`config.mk`:
```
export PLATFORM = sky130hd
export DESIGN_NAME = if_fetch_ctrl_flat
export DESIGN_NICKNAME = d
export VERILOG_FILES = /design/src/rtl/if_fetch_ctrl_if.sv /design/src/rtl/if_fetch_ctrl.sv /design/src/flat_wrapper.sv
export SDC_FILE = /design/constraint.sdc
export NUM_CORES = 1
export LEC_CHECK = 0
export CORE_MARGIN = 1
export CORE_UTILIZATION = 35
export DETAILED_ROUTE_END_ITERATION = 8
export SYNTH_ARGS = -nofsm -noshare
export SYNTH_HDL_FRONTEND = slang
export SYNTH_SLANG_ARGS = --single-unit
```
`constraint.sdc`:
```
create_clock -name clk -period 2.1 [get_ports clk]
set_input_delay 0.42 -clock clk [delete_from_list [all_inputs] [get_ports clk]]
set_output_delay 0.42 -clock clk [all_outputs]
set_load 0.01 [all_outputs]
```
`src/rtl/if_fetch_ctrl_if.sv`:
```
// Bundle of fetch-controller signals: redirect inputs, instruction-memory handshake and IF_ID slot.
// master = fetch controller, slave = surrounding pipeline/memory.
interface if_fetch_ctrl_if #(
  parameter int ADDR_W = 32,
  parameter int DATA_W = 32
);
  logic              branch_en;
  logic [ADDR_W-1:0] branch_addr;
  logic              jump_en;
  logic [ADDR_W-1:0] jump_addr;

  logic              imem_req;
  logic [ADDR_W-1:0] imem_addr;
  logic              imem_ack;
  logic [DATA_W-1:0] imem_rdata;

  logic              out_valid;
  logic [ADDR_W-1:0] out_pc;
  logic [DATA_W-1:0] out_inst;
  logic              out_ready;

  modport master (
    input  branch_en, branch_addr, jump_en, jump_addr,
    output imem_req, imem_addr,
    input  imem_ack, imem_rdata,
    output out_valid, out_pc, out_inst,
    input  out_ready
  );

  modport slave (
    output branch_en, branch_addr, jump_en, jump_addr,
    input  imem_req, imem_addr,
    output imem_ack, imem_rdata,
    input  out_valid, out_pc, out_inst,
    output out_ready
  );
endinterface

```
`src/rtl/if_fetch_ctrl.sv`:
```
// IF-stage fetch controller: owns the PC, runs the imem req/ack handshake and feeds a
// one-entry {pc,inst} slot to IF_ID; branch/jump redirects flush the slot and in-flight data.
module if_fetch_ctrl #(
  parameter logic [31:0] RESET_PC = 32'h1c00_0000,
  parameter int          ADDR_W   = 32,
  parameter int          DATA_W   = 32
) (
  input  logic            clk,
  input  logic            rst,
  if_fetch_ctrl_if.master bus
);

  typedef enum logic [1:0] {
    S_IDLE,
    S_REQ,
    S_DISC
  } state_t;

  state_t            r_state;
  logic [ADDR_W-1:0] r_pc;
  logic [ADDR_W-1:0] r_tgt_q;
  logic              r_out_valid;
  logic [ADDR_W-1:0] r_out_pc;
  logic [DATA_W-1:0] r_out_inst;

  state_t            w_state_nxt;
  logic [ADDR_W-1:0] w_pc_nxt;
  logic [ADDR_W-1:0] w_tgt_nxt;
  logic              w_out_valid_nxt;
  logic [ADDR_W-1:0] w_out_pc_nxt;
  logic [DATA_W-1:0] w_out_inst_nxt;

  logic              w_redirect;
  logic [ADDR_W-1:0] w_target_raw;
  logic [ADDR_W-1:0] w_target;

  // Jump has priority over branch; targets are always word aligned.
  assign w_redirect   = bus.jump_en | bus.branch_en;
  assign w_target_raw = bus.jump_en ? bus.jump_addr : bus.branch_addr;
  assign w_target     = {w_target_raw[ADDR_W-1:2], 2'b00};

  assign bus.imem_req  = (r_state != S_IDLE);
  assign bus.imem_addr = r_pc;
  assign bus.out_valid = r_out_valid;
  assign bus.out_pc    = r_out_pc;
  assign bus.out_inst  = r_out_inst;

  // NOTE: every signal gets a default before the case so no path leaves one unassigned,
  // which would otherwise infer a latch.
  always_comb begin
    w_state_nxt     = r_state;
    w_pc_nxt        = r_pc;
    w_tgt_nxt       = r_tgt_q;
    w_out_valid_nxt = r_out_valid && !bus.out_ready;
    w_out_pc_nxt    = r_out_pc;
    w_out_inst_nxt  = r_out_inst;

    unique case (r_state)
      S_IDLE: begin
        if (w_redirect) begin
          w_pc_nxt        = w_target;
          w_out_valid_nxt = 1'b0;
        end else if (!r_out_valid || bus.out_ready) begin
          w_state_nxt = S_REQ;
        end
      end

      S_REQ: begin
        if (bus.imem_ack) begin
          w_state_nxt = S_IDLE;
          if (w_redirect) begin
            w_pc_nxt        = w_target;
            w_out_valid_nxt = 1'b0;
          end else begin
            // Slot is guaranteed empty or draining here, so loading never overwrites.
            w_out_pc_nxt    = r_pc;
            w_out_inst_nxt  = bus.imem_rdata;
            w_out_valid_nxt = 1'b1;
            w_pc_nxt        = r_pc + ADDR_W'(4);
          end
        end else if (w_redirect) begin
          w_tgt_nxt       = w_target;
          w_out_valid_nxt = 1'b0;
          w_state_nxt     = S_DISC;
        end
      end

      S_DISC: begin
        // The request cannot be withdrawn: wait for its ack and throw the data away.
        if (w_redirect) begin
          w_tgt_nxt       = w_target;
          w_out_valid_nxt = 1'b0;
        end
        if (bus.imem_ack) begin
          w_pc_nxt    = w_redirect ? w_target : r_tgt_q;
          w_state_nxt = S_IDLE;
        end
      end

      default: w_state_nxt = S_IDLE;
    endcase
  end

  // NOTE: sequential state uses non-blocking assignments so every register samples
  // pre-edge values regardless of statement order.
  always_ff @(posedge clk) begin
    if (rst) begin
      r_state     <= S_IDLE;
      r_pc        <= ADDR_W'(RESET_PC);
      r_tgt_q     <= '0;
      r_out_valid <= 1'b0;
      r_out_pc    <= '0;
      r_out_inst  <= '0;
    end else begin
      r_state     <= w_state_nxt;
      r_pc        <= w_pc_nxt;
      r_tgt_q     <= w_tgt_nxt;
      r_out_valid <= w_out_valid_nxt;
      r_out_pc    <= w_out_pc_nxt;
      r_out_inst  <= w_out_inst_nxt;
    end
  end

endmodule

```
`src/flat_wrapper.sv`:
```
// flat-port wrapper written by rule: the top's interface ports become plain ports
module if_fetch_ctrl_flat 
#(
  parameter logic [31:0] RESET_PC = 32'h1c00_0000,
  parameter int          ADDR_W   = 32,
  parameter int          DATA_W   = 32
)
  (clk, rst, bus_branch_en, bus_branch_addr, bus_jump_en, bus_jump_addr, bus_imem_req, bus_imem_addr, bus_imem_ack, bus_imem_rdata, bus_out_valid, bus_out_pc, bus_out_inst, bus_out_ready);
  if_fetch_ctrl_if #(.ADDR_W(ADDR_W), .DATA_W(DATA_W)) bus_i ();
  input  logic clk;
  input  logic rst;
  input wire logic [$bits(bus_i.branch_en)-1:0] bus_branch_en;
  input wire logic [$bits(bus_i.branch_addr)-1:0] bus_branch_addr;
  input wire logic [$bits(bus_i.jump_en)-1:0] bus_jump_en;
  input wire logic [$bits(bus_i.jump_addr)-1:0] bus_jump_addr;
  output wire logic [$bits(bus_i.imem_req)-1:0] bus_imem_req;
  output wire logic [$bits(bus_i.imem_addr)-1:0] bus_imem_addr;
  input wire logic [$bits(bus_i.imem_ack)-1:0] bus_imem_ack;
  input wire logic [$bits(bus_i.imem_rdata)-1:0] bus_imem_rdata;
  output wire logic [$bits(bus_i.out_valid)-1:0] bus_out_valid;
  output wire logic [$bits(bus_i.out_pc)-1:0] bus_out_pc;
  output wire logic [$bits(bus_i.out_inst)-1:0] bus_out_inst;
  input wire logic [$bits(bus_i.out_ready)-1:0] bus_out_ready;
  assign bus_i.branch_en = bus_branch_en;
  assign bus_i.branch_addr = bus_branch_addr;
  assign bus_i.jump_en = bus_jump_en;
  assign bus_i.jump_addr = bus_jump_addr;
  assign bus_imem_req = bus_i.imem_req;
  assign bus_imem_addr = bus_i.imem_addr;
  assign bus_i.imem_ack = bus_imem_ack;
  assign bus_i.imem_rdata = bus_imem_rdata;
  assign bus_out_valid = bus_i.out_valid;
  assign bus_out_pc = bus_i.out_pc;
  assign bus_out_inst = bus_i.out_inst;
  assign bus_i.out_ready = bus_out_ready;
  if_fetch_ctrl #(.RESET_PC(RESET_PC), .ADDR_W(ADDR_W), .DATA_W(DATA_W)) u_core (.clk(clk), .rst(rst), .bus(bus_i));
endmodule
```
# Word-level counts from Yosys, hierarchy flattened

Index checks and enable logic that the tools add are counted.
Widths: inputs -> output; s select.

Bits in registers: 131
Input port bits: 102
Output and inout port bits: 98
Word-level logic and storage cells: 50

$add $sub $neg: 1
Equality and inequality tests: 9
Mux-type cells: 19
Bitwise operators: 2
Reduce and logical (&&, ||, !) cells: 13

Operators with widths:

| operator              | count |
|---|---|
| $mux 32               | 7 |
| $pmux 32 s3           | 1 |
| $pmux 32 s2           | 1 |
| $add 32x3->32 const B | 1 |
| $mux 2                | 5 |
| $ne 2x2->1 const B    | 4 |
| $reduce_and 4->1      | 2 |
| $pmux 2 s3            | 1 |
| $ne 2x1->1 const B    | 2 |
| $reduce_bool 2->1     | 2 |
| $mux 1                | 3 |
| $ne 3x2->1 const B    | 1 |
| $reduce_and 3->1      | 1 |
| $reduce_bool 3->1     | 1 |
| $eq 2x1->1 const B    | 1 |
| $eq 2x2->1 const B    | 1 |
| $logic_not 1->1       | 2 |
| $logic_not 2->1       | 1 |
| $pmux 1 s2            | 1 |
| $reduce_and 2->1      | 1 |
| $reduce_or 2->1       | 1 |
| $logic_and 1x1->1     | 1 |
| $logic_or 1x1->1      | 1 |
| $not 1->1             | 1 |
| $or 1x1->1            | 1 |

# Logic depth before layout (Yosys ltp)

Depth after elaboration: 5
Gate-level depth with buffers: 9
Gate-level depth less buffers: 7

# Least setup slack after synthesis

OpenSTA, ideal clock, no wires.

Kind: flip-flop to flip-flop
Start point: register u_core.r_state[0]
End point: register u_core.r_pc[15] (netlist: u_core.bus.imem_addr[15])
Library setup time: 0.123 ns
Arrival: 2.011 ns
Data required time: 1.977 ns
Slack: -0.034 ns
Stages on the path, launching flop included: 10
Path buffers: 4
Period minus slack after synthesis: 2.134 ns
Cell sequence: dfxtp_1 -> inv_1 -> ha_1 -> clkbuf_1 -> buf_2 -> clkbuf_1 -> clkbuf_1 -> o21ai_0 -> a311oi_1 -> o22ai_1

Word-level cells in the longest chain between the ends: 3
Elaborated cells on any way between the ends: 9
Classes of those cells: eq/ne: 5; mux: 1; reduce/logical: 3

Ends and longest elaborated chain:

| element                                            | RTL line             | text |
|---|---|---|
| start, declared                                    | if_fetch_ctrl.sv:19  | `state_t r_state;` |
| start signal, assigned                             | if_fetch_ctrl.sv:115 | `r_state <= w_state_nxt;` |
| $eq 2x1->1, or another cell as far along           | if_fetch_ctrl.sv:58  | `unique case (r_state)` |
| $ne 2x2->1 (no line), or another cell as far along | --                   |  |
| $reduce_and 4->1 (no line)                         | --                   |  |
| end signal, assigned                               | if_fetch_ctrl.sv:109 | `r_pc <= ADDR_W'(RESET_PC);` |
| end signal, assigned                               | if_fetch_ctrl.sv:116 | `r_pc <= w_pc_nxt;` |
| end, declared                                      | if_fetch_ctrl.sv:20  | `logic [ADDR_W-1:0] r_pc;` |

Several ways; a longest one is shown, not always the timed one.
A chain may end at the register's enable or synchronous reset.

# Worst setup path in the final report

Start point: register u_core.r_state[0]
End point: register u_core.r_pc[29] (netlist: u_core.bus.imem_addr[29])

Same word-level chain as after synthesis.

==> summary by stage <==
Status
The run finished with clean final reports.

STA
Timing would allow up to 485 MHz. Setup violations remaining at the end of the flow were counted as 0. The number of hold-slack violations in the final timing report was 0. The share of the cycle needed by the critical path after routing is 98.1%. Once routing completed, OpenROAD measured the worst setup slack at 0.0398 ns. At the pin with the least slew margin, the transition time is 0.645 ns. Measured against its own limit, the worst slew margin works out to 57.0%. Setup repair after global routing left no endpoint under its margin. The worst-case clock skew is 0.00667 ns. The final-report max-slew violation count came to 0. The clock period could shrink to 2.06 ns.

Setup path
At the worst endpoint, the required time is 2.45 ns. The class of the most critical setup path is reg -> reg. The worst setup path is launched from a flip-flop. The destination of the worst register-to-register timing path is u_core.bus.imem_addr[29].

The register-to-register setup slack is 0.04 ns. The worst register-to-register path begins at u_core.r_state[0]. Of all nets on the critical path, the largest fanout is 6. The worst register-to-register path has a depth of 6. The type of destination of the critical path is a flip-flop.

The critical path data arrival time is 2.41 ns.

Synth
The number of different library cells used by synthesis comes to 67. The fraction of the yosys area taken by sequential cells is 39.6%. Counting flops with an async set or reset pin after synthesis yields a share of 0%. The number of nets in the synthesized netlist is 957.

After synthesis the netlist holds a flip-flop and latch count of 131. For this run, the number of Yosys warnings is 0. The most used flip-flop cell after synthesis is dfxtp_1. The number of instances in the synthesized netlist is 850.

In this run, synthesis inferred 0 flip-flops with an integrated enable. Dividing the synthesized area by the synthesized cell count gives 7.80 µm². The post-synthesis instance area is 0.00663 mm².

Die
The vertical die dimension is 140 µm. The number of ports placed on the die boundary is 200. The floorplan step defined a die boundary enclosing 0.0195 mm². The core region is 0.0183 mm².

The die span in x is 140 µm. The row count is 49. The initial utilization of the core area, before any placement, comes to 36.3%.

Placement
The number of placed instances, taps included, is 1321. The area after detailed placement is 0.00956 mm². The number of buffers added on ports is 195. The global placement routability congestion is 0.864. Detailed placement ended at an HPWL of 16300 µm. The pre-CTS setup slack is -0.279 ns.

Clock network
The clock tree synthesis step divided the H-tree into 4 levels. The CTS tree is yes. The register clock-pin slew on the reported worst setup and hold paths is 0.06 ns. The post-cts hold buffer count is 0. The clock sink count is 131. At the later pin of the worst-skew pair, clock insertion delay measures 0.43 ns. The longest clock path from root to sink contains 2 buffers. The clock buffer count from CTS is 17. The tree is rooted in a clkbuf_16.

Final layout
The fraction of final layout cells sized beyond drive strength 1 is 17.3%. The number of nets at the end of the flow is 1224. Counting the fill cells in the layout gives 1714. At the end of the flow the core is filled with cells to 56.5%. 0 antenna diodes ended up in the layout. The non-filler instance count after layout is 1359. Relative to the synthesized area, the layout overhead comes to 55.7%. The final instance area is 0.0103 mm².

Power
The share of total power in the clock network is 25.2%. The switching power of the nets is 4.42 mW. The switching share of power is 37.8%.

The maximum resistive drop on vdd is 0.667 mV. In this run the static leakage power is 3.78 nW. Registers are responsible for 29.3% of the overall power.

Internal power comes to 7.28 mW. Dividing total power by cell area gives a power density of 1130 mW/mm². Combinational cells account for 45.6% of the total power.

The design draws 11.7 mW.

Drt
The wire length per cell after detailed routing is 16.8 µm. The first-pass iteration count of the detailed router is 5. The total wirelength of the detailed-routed design is 22900 µm. The detail-routed via count per cell is 5.24. The total DRC errors in the routed layout is 0. The routed layout has 7124 vias. In this run, the number of DRC markers left after iteration 0 of detailed routing was 471.

The count of antenna-violating nets left after detailed routing is 0.

Global route
The number of global-route vias before repair is 6359. The maximum number of pins on one net before global-route repair is 59. The number of antenna violations at the first check in global routing is 0. For this run, the total global-route usage over all layers was measured as 22.5%. The first global-routing pass estimated 34500 µm of wire. For this run the aggregate overflow at the end of global routing stands at 0.

Min path
The launch point of the worst hold path is rst. The worst hold path terminates at u_core.bus.imem_addr[23]. The count of cells along the worst hold path is 2.

The worst hold-check path type is in -> reg.

Job
Across the run, the number of max-cap violations was 0.
-- cells in the mapped netlist (12+ instances only) --
master | instances | area (µm²)
a22oi_1 | 12 | 90.1
nor2_1 | 61 | 229
nand4_1 | 13 | 81.3
clkbuf_1 | 45 | 169
a211oi_1 | 29 | 218
buf_2 | 25 | 125
a21oi_1 | 97 | 485
nand2_1 | 161 | 604
dfxtp_1 | 131 | 2620
nand3_1 | 25 | 125
nor3_1 | 12 | 60.1
mux2i_1 | 33 | 330
inv_1 | 16 | 60.1
o21ai_0 | 46 | 230
-- critical path: stages, from the launching register on --
cell and delay (ns):
dfxtp_4 0.36, inv_1 0.06, ha_1 0.21, o21ba_2 0.25, a211o_4 0.36, or4_4 0.54, a41oi_2 0.20
-- worst max path at each step --
stage | from | to | slack [ns] | cells after the start
6_report | u_core.r_state[0] | u_core.bus.imem_addr[29] | 0.04 | 6
5_1_grt | u_core.bus.imem_addr[7] | bus_imem_addr[7] | 0.004 | 2
4_1_cts | u_core.r_state[1] | u_core.bus.out_pc[0] | 0.01 | 11
3_5_place_dp | bus_branch_en | u_core.bus.imem_addr[29] | -0.28 | 5
3_3_place_gp | bus_branch_en | u_core.bus.imem_addr[29] | -0.27 | 5
2_1_floorplan | u_core.r_state[0] | u_core.bus.imem_addr[29] | 0.05 | 7
-- through the flow --
step	hold slack [ns]	setup TNS, ns
finish	0.340	0
global route	0.351	0
CTS	0.326	0
detailed placement	0.446	-16.05
global placement	0.441	-12.98
floorplan	0.446	0
-- layout make-up --
cell class              instances  area, µm²  share of cell area (%)
inverters                      16       60.1                   0.582
clock buffers                  18        439                    4.25
flip-flops and latches        131       2630                    25.5
repair buffers                322       3050                    29.6
well taps                     229        287                    2.78
multi-input cells             629       3710                    36.0
clock inverters                14        141                    1.37
-- sequential cells by signal, indices dropped and copies added, names as in the netlist --
register,flops
u_core.bus.out_inst,32
u_core.bus.out_pc,32
u_core.r_state,2
u_core.bus.imem_addr,32
u_core.bus.out_valid,1
u_core.r_tgt_q,32
-- timing repair --
item,4_1_cts,5_1_grt
setup buffers,0,2
gates cloned,0,4
pin swaps,0,1
gates resized for setup,4,25
setup endpoints to repair,8,89
-- power groups by stage --
stage          clock (mW)  combinational, mW  sequential [mW]
6_report             2.94               5.33             3.42
5_1_grt              3.10               5.75             3.49
4_1_cts              3.00               5.18             3.40
3_5_place_dp            0               5.13             3.45
3_3_place_gp            0               5.12             3.44
2_1_floorplan           0               2.38             3.59
-- kinds of logic after synthesis --
family | Yosys count | share of synthesized area (%)
XOR/XNOR | 5 | 0.661
adder cells (fa/ha/maj) | 5 | 0.944
flip-flops | 131 | 39.6
AO/OA/AOI/OAI | 257 | 24.4
AND/OR/NAND/NOR | 321 | 22.3
buffers and inverters | 90 | 5.79
multiplexers | 41 | 6.34
-- metal layers --
layer,GRT usage [%],share of wire [%]
met2,33.0,43
met3,4.71,7.0
met1,32.4,48
met5,0,0
met4,7.46,1.3
-- cells in the final DEF, fill, tap and decap left out, types with 8 or more instances in the layout --
cell and instances:
a211oi_1 28, a21oi_1 96, a22oi_1 12, a31oi_1 8, buf_4 115, clkbuf_16 20, clkdlybuf4s50_1 192, dfxtp_1 128
inv_1 15, mux2_2 8, mux2i_1 33, nand2_1 160, nand3_1 24, nand4_1 13, nor2_1 58, nor3_1 12
o21ai_0 44, o21ai_1 8
Note: power is estimated with default switching activity, not from simulation.
